`config.mk`:
```
export PLATFORM = sky130hd
export DESIGN_NAME = activation_pipe
export DESIGN_NICKNAME = d
export VERILOG_FILES = /design/src/rtl/activation_pipe.sv
export SDC_FILE = /design/constraint.sdc
export NUM_CORES = 1
export LEC_CHECK = 0
export CAP_MARGIN = 25
export CORE_MARGIN = 2
export CORE_UTILIZATION = 55
export CTS_CLUSTER_SIZE = 25
export DETAILED_ROUTE_END_ITERATION = 12
export GPL_TIMING_DRIVEN = 0
export HOLD_SLACK_MARGIN = 0.03
export PLACE_DENSITY = 0.83
export SYNTH_ARGS = -nofsm -noshare
export SYNTH_HDL_FRONTEND = slang
export SYNTH_SLANG_ARGS = --single-unit
```
`constraint.sdc`:
```
create_clock -name clk -period 4.5 [get_ports clk]
set_clock_uncertainty 0.15 [all_clocks]
set_input_delay 0.675 -clock clk [delete_from_list [all_inputs] [get_ports clk]]
set_output_delay 0.675 -clock clk [all_outputs]
set_load 0.01 [all_outputs]
```
`src/rtl/activation_pipe.sv`:
```
// activation_pipe: two-stage valid/ready pipeline applying one of six activations to LANES fixed-point lanes
// Ports: clk, rst_n (sync, active-low); in_valid/in_ready/in_mode/in_data upstream beat;
// out_valid/out_ready/out_data/out_sat downstream beat; busy = any stage occupied.
module activation_pipe #(
  parameter int WIDTH      = 16,
  parameter int FRAC       = 8,
  parameter int LANES      = 4,
  parameter int LEAK_SHIFT = 3
) (
  input  logic                   clk,
  input  logic                   rst_n,
  input  logic                   in_valid,
  output logic                   in_ready,
  input  logic [2:0]             in_mode,
  input  logic [WIDTH*LANES-1:0] in_data,
  output logic                   out_valid,
  input  logic                   out_ready,
  output logic [WIDTH*LANES-1:0] out_data,
  output logic [LANES-1:0]       out_sat,
  output logic                   busy
);
  localparam logic signed [WIDTH-1:0] ONE     = WIDTH'(1 << FRAC);
  localparam logic signed [WIDTH-1:0] NEG_ONE = -ONE;
  localparam logic signed [WIDTH-1:0] ZERO    = '0;
  localparam logic signed [WIDTH:0]   ONE_X   = (WIDTH+1)'(1 << FRAC);
  localparam logic signed [WIDTH:0]   HALF_X  = (WIDTH+1)'((1 << FRAC) >> 1);
  // returns {clamped, result}; hard-sigmoid uses one extra bit so the add cannot wrap
  function automatic logic [WIDTH:0] act(input logic [2:0] m, input logic signed [WIDTH-1:0] x);
    logic signed [WIDTH:0] t;
    t = ($signed({x[WIDTH-1], x}) >>> 2) + HALF_X;
    case (m)
      3'd0: return {1'b0, x};
      3'd1: return {1'b0, x[WIDTH-1] ? ZERO : ONE};
      3'd2: return {1'b0, x[WIDTH-1] ? ZERO : x};
      3'd3: return x > ONE ? {1'b1, ONE} : x < NEG_ONE ? {1'b1, NEG_ONE} : {1'b0, x};
      3'd4: return {1'b0, x[WIDTH-1] ? x >>> LEAK_SHIFT : x};
      3'd5: return t[WIDTH] ? {1'b1, ZERO} : t > ONE_X ? {1'b1, ONE} : {1'b0, t[WIDTH-1:0]};
      default: return '0;
    endcase
  endfunction
  logic                   s1_valid_d, s1_valid_q, s2_valid_d, s2_valid_q, s2_adv;
  logic [2:0]             s1_mode_d, s1_mode_q;
  logic [WIDTH*LANES-1:0] s1_data_d, s1_data_q, s2_data_d, s2_data_q, res;
  logic [LANES-1:0]       s2_sat_d, s2_sat_q, sat;
  for (genvar k = 0; k < LANES; k++) begin : g_lane
    assign {sat[k], res[k*WIDTH +: WIDTH]} = act(s1_mode_q, s1_data_q[k*WIDTH +: WIDTH]);
  end
  always_comb begin
    s2_adv     = !s2_valid_q || out_ready;
    in_ready   = !s1_valid_q || s2_adv;
    s1_valid_d = in_ready ? in_valid : s1_valid_q;
    s1_mode_d  = in_ready && in_valid ? in_mode : s1_mode_q;
    s1_data_d  = in_ready && in_valid ? in_data : s1_data_q;
    s2_valid_d = s2_adv ? s1_valid_q : s2_valid_q;
    s2_data_d  = s2_adv && s1_valid_q ? res : s2_data_q;
    s2_sat_d   = s2_adv && s1_valid_q ? sat : s2_sat_q;
  end
  always_ff @(posedge clk) begin
    if (!rst_n) begin
      s1_valid_q <= 1'b0;
      s1_mode_q  <= '0;
      s1_data_q  <= '0;
      s2_valid_q <= 1'b0;
      s2_data_q  <= '0;
      s2_sat_q   <= '0;
    end else begin
      s1_valid_q <= s1_valid_d;
      s1_mode_q  <= s1_mode_d;
      s1_data_q  <= s1_data_d;
      s2_valid_q <= s2_valid_d;
      s2_data_q  <= s2_data_d;
      s2_sat_q   <= s2_sat_d;
    end
  end
  assign out_valid = s2_valid_q;
  assign out_data  = s2_data_q;
  assign out_sat   = s2_sat_q;
  assign busy      = s1_valid_q || s2_valid_q;
endmodule
```
# After elaboration in Yosys (flattened, before gate mapping)
# Index checks and enable logic that the tools add are counted.
[totals]
word_cells = 67
output_inout_bits = 71
register_bits = 137
in_bits = 71
[op_classes]
addsub = 4
muxes = 32
eq_ne = 5
n_reduce_logical = 8
order_cmp = 12
[ops]
columns = ["op", "n"]
rows = [
  ["case mux 17 bit (6 select lines)", 4],
  ["2-to-1 mux 17 bit", 16],
  ["> comparator 16 x 10 -> 1 bit (second input constant)", 4],
  ["< comparator 16 x 9 -> 1 bit (second input constant)", 4],
  ["2-to-1 mux 16 bit", 4],
  ["adder 14 x 9 -> 15 bit (second input constant)", 4],
  ["> comparator 15 x 10 -> 1 bit (second input constant)", 4],
  ["2-to-1 mux 15 bit", 4],
  ["2-to-1 mux 9 bit", 4],
  ["equality test 3 x 2 -> 1 bit (second input constant)", 2],
  ["equality test 3 bit (second input constant)", 2],
  ["equality test 3 x 1 -> 1 bit (second input constant)", 1],
  ["zero test 3 bit", 1],
  ["logical OR 1 bit", 3],
  ["logical AND 1 bit", 2],
  ["zero test 1 bit", 2],
]

# Depth between registers and ports, before layout
[depth]
depth_word = 5
ltp_mapped = 9
mapped_depth_nobuf = 8

# Worst setup path before layout
# OpenSTA, ideal clock, no wires.
[synth_timing]
path_kind = "flip-flop to flip-flop"
startpoint = "register s1_data_q[60]"
endpoint = "register s2_data_q[48] (netlist: out_data[48])"
slack_ns = 2.182
required_ns = 4.226
arrival_time_ns = 2.044
setup_ns = 0.124
n_path_buf = 1
path_stages_with_launch = 10
path_cell_list = "dfxtp_1 clkbuf_1 and4_1 and2_1 nand3_1 ha_1 o32ai_1 o21bai_2 a221oi_1 a21oi_1"
[synth_between]
elab_chain_cells = 5
[synth_lines]
columns = ["item", "line", "text"]
rows = [
  ["start, declared", "43", "logic [WIDTH*LANES-1:0] s1_data_d, s1_data_q, s2_data_d, s2_data_q, res;"],
  ["start signal, assigned", "69", "s1_data_q <= s1_data_d;"],
  ["adder 14 x 9 -> 15 bit", "30", "t = ($signed({x[WIDTH-1], x}) >>> 2) + HALF_X;"],
  ["> comparator 15 x 10 -> 1 bit", "37", "3'd5: return t[WIDTH] ? {1'b1, ZERO} : t > ONE_X ? {1'b1, ONE} : {1'b0, t[WIDTH-1:0]};"],
  ["2-to-1 mux 17 bit (2 in series)", "37", ""],
  ["case mux 17 bit (6 select lines) *", "31", "case (m)"],
  ["end signal, assigned", "71", "s2_data_q <= s2_data_d;"],
  ["end, declared", "43", ""],
]
# Mark *: on every way between the ends. The rest lies on a longest branch, timed or not.
# A chain may end at the register's enable or synchronous reset.

# Worst setup path after layout
[layout_timing]
startpoint = "input port out_ready"
endpoint = "output port in_ready"
[layout_between]
elab_chain_cells = 2
[layout_lines]
columns = ["item", "line", "text"]
rows = [
  ["start, declared", "17", "input logic out_ready,"],
  ["logical OR 1 bit", "49", "s2_adv = !s2_valid_q || out_ready;"],
  ["logical OR 1 bit", "50", "in_ready = !s1_valid_q || s2_adv;"],
  ["end, declared", "13", "output logic in_ready,"],
]
# No other way between the ends.

==> results.md <==
- DR WL met3: 2310 um
- Overall routing resource usage: 32.1%
- Critical Path RT: around 3.7 ns
- WL met2: 10800 um
- Worst slew pin tran: 0.771 ns
- Initial antenna violation count: 0
- Number of global-route vias before repair: between 7000 and 8000
- Delay-heaviest family, CP: buffers and inverters
- Hold Path End: out_data[24]
- Crit path max fanout: 5
- Dominant cell type by area after synthesis: dfxtp_1
- Detailed-route wire length: 24100 um
- Max-slew headroom: 48.4%
- Yosys cell types: 79
- Overflow after GRT: 0
- Final Setup Violations: 0
- CTS tree: yes
- Synth area leaders: dfxtp_1, nand2_1, a21boi_0
- Clk_lat worst skew: 0.43 ns
- F_max: 345 MHz
- Post-synth top area share: 35.4%
- Buffers on Ports: about 140
- CTS Sinks: 137
- Cell Pwr Density: 329 mW/mm2
- Crit-path slowest cell: clkdlybuf4s50_1
- Clk pin slew, worst setup/hold paths: 0.06 ns
- DRC: 0
- RSZ-0062 raised after global routing: no
- Critical-path cell list: clkdlybuf4s50_1 -> nor2b_2 -> nand2_1 -> clkdlybuf4s50_1
- Syn_area_per_cell: 7.87 um2
- Io pins: 142
- Die width: 123 um
- Worst r2r dst: out_data[48]
- Seq/Total Area, Yosys: 35.4%
- #FFs+latches synth: 137
- Largest net degree at the start of global routing: 17
- Die span in y: 123 um
- TritonCTS buffer count: 17
- Main synth FF type: dfxtp_1
- Final net count: 1223
- Post-CTS Setup Inserts: 0
- CTS max path bufs: 2
- Final max-slew violation count: 0
- Worst r2r src: s1_data_q[61]
- Minimum clock period: 2.90 ns
- Critical Path End Type: output port
- Max-cap check violation count: 0
- Wire per inst: 18.0 um
- Most frequent CP cell: clkdlybuf4s50_1
- Root Driver: clkbuf_16
- # resized after CTS: 0
- Share of layout cells above drive strength 1: 9.52%
- Outcome: completed
- Critical hold path startpoint: out_data[24]
- Final Non-Filler Cells: 1336
- Worst min path class: register to register
- Mean number of vias per cell: just over 6
- Max VDD drop: 274 uV
- Mapped cell area: 0.00774 mm2
- Vias: between 8000 and 9000
- Hold Crit Depth: 1
- Total design power: 3.28 mW
- Buf/Inv on CP: 2
- FF-to-FF setup slack: 1.61 ns
- Leakage: 3.48 nW
- Syn nets: 1063
- GPL Wtd Cong: 0.903
- Core Region: 0.0138 mm2
- Syn-to-layout area delta: 29.1%
- First DRT Iteration DRCs: 1037
- First-pass GRT wire length: 37900 um
- DRT Pass-1 Iters: 5
- Fin. Hold Viols: 0
- Die ar.: ~0.015 mm2
- Routed met1 length: 10100 um
- CP startpoint kind: input port
- Fin util: 72.2%
- CTS Hold Buffers Added: 0
- # diodes: 0
- Dpl cells: approximately 1300
- Synth warn: 0
- Setup TNS: 0 ns
- Ys async rst share: 0%
- Top Layer Used: met4
- Worst stage delay on the critical path: 0.52 ns
- ANT nets after route: 0
- # rows: 43
- Cells after Synth: a little under 1000
- Number of H-tree levels: 4
- R2R depth: 9
- DP HPWL: roughly 17000 um
- Initial Util: 56.0%
- Fin area: 0.00999 mm2
- Placed cell area: 0.00938 mm2
- Post-synth EDFFs: 0
- Period utilization: 64.5%
- Critical path type: input port to output port
- Critical path data arrival time: about 2.1 ns
-- cell families after synthesis --
kind of cell	share of synthesized area, %
simple gates	26.2
compound gates	30.9
flops	35.4
buf+inv	5.67
fa+ha+maj	1.71
xor+xnor	0.113
-- cell type report --
cell class | count | area (um2)
multi-input cells | 747 | 4560
flip-flops and latches | 137 | 2740
well taps | 180 | 225
repair buffers | 141 | 1410
plain buffers | 88 | 398
fillers | 1110 | 3840
clock inverters | 12 | 148
inverters | 11 | 41.3
clock buffers | 20 | 467
-- metal layers --
layer | GRT usage (%) | up-vias
met2 | 50.7 | 454
met4 | 13.5 | 0
met5 | 0 | -
met1 | 43.2 | 3801
li1 | - | 3901
met3 | 5.62 | 95
-- worst register-to-register path: cells and delay by family (launching register included) --
kind / cells / cell delay (ns)
buffers and inverters: 1 / 0.38
and+or+nand+nor: 3 / 0.62
AOI/OAI and AO/OA: 4 / 0.90
DFF: 1 / 0.30
adders and majority gates: 1 / 0.43
-- cell usage in the layout (no fill, tap or decap), drive strengths merged, types with 18 or more instances in the layout --
master         instances
a21boi                76
a21oi                 74
a31oi                 18
and2                  46
buf                   43
clkbuf                65
clkdlybuf4s50        141
dfxtp                137
nand2                181
nand3                 29
nand4                 18
nor2                  35
nor4                  20
o21ai                 58
-- state kept, by name, summed over array words and instances, names as in the netlist --
register	cells
out_sat	4
s1_valid_q	1
s1_mode_q	3
out_valid	1
s1_data_q	64
out_data	64
-- synthesized netlist by cell type (5+ instances only) --
cell type	count
o21ai_0	54
a32oi_1	6
a21boi_1	6
nor3_1	8
nand3b_1	6
a221oi_1	16
nand2b_1	5
o22ai_1	7
and3_1	6
nor2_1	35
inv_1	10
nand4_1	18
o21bai_1	5
nor2b_1	13
nand2_1	180
o211ai_1	6
dfxtp_1	137
o32ai_1	9
a21boi_0	69
a21oi_1	70
nand3_1	29
o31ai_1	5
and2_1	45
nor4_1	14
a31oi_1	18
a22oi_1	11
ha_1	9
buf_2	34
clkbuf_1	43
-- how the worst max path moves through the flow --
stage | slack, ns | to | start | cells past startpoint
final | 1.60 | in_ready | out_ready | 4
after global routing | 1.42 | out_data[48] | s1_data_q[60] | 9
after CTS | 1.61 | in_ready | out_ready | 4
after detailed placement | 1.47 | s1_data_q[58] | out_ready | 8
after global placement | 1.55 | s1_mode_q[0] | out_ready | 8
after floorplan | 2.18 | out_data[48] | s1_data_q[60] | 9
-- power by group --
part / switching (mW) / total (mW) / internal [mW]
Sequential: 0.0463 / 1.31 / 1.26
Clock: 0.546 / 1.46 / 0.911
Combinational: 0.298 / 0.520 / 0.222
Total: 0.890 / 3.28 / 2.39
-- metrics by stage --
| stage | worst slack [ns] | hold slack (ns) |
|---|---|---|
| floorplan | 2.18 | 0.306 |
| global placement | 1.55 | 0.317 |
| detailed placement | 1.47 | 0.305 |
| CTS | 1.61 | 0.330 |
| global route | 1.42 | 0.350 |
| finish | 1.60 | 0.334 |
No activity file was read; power rests on OpenSTA's default activity.
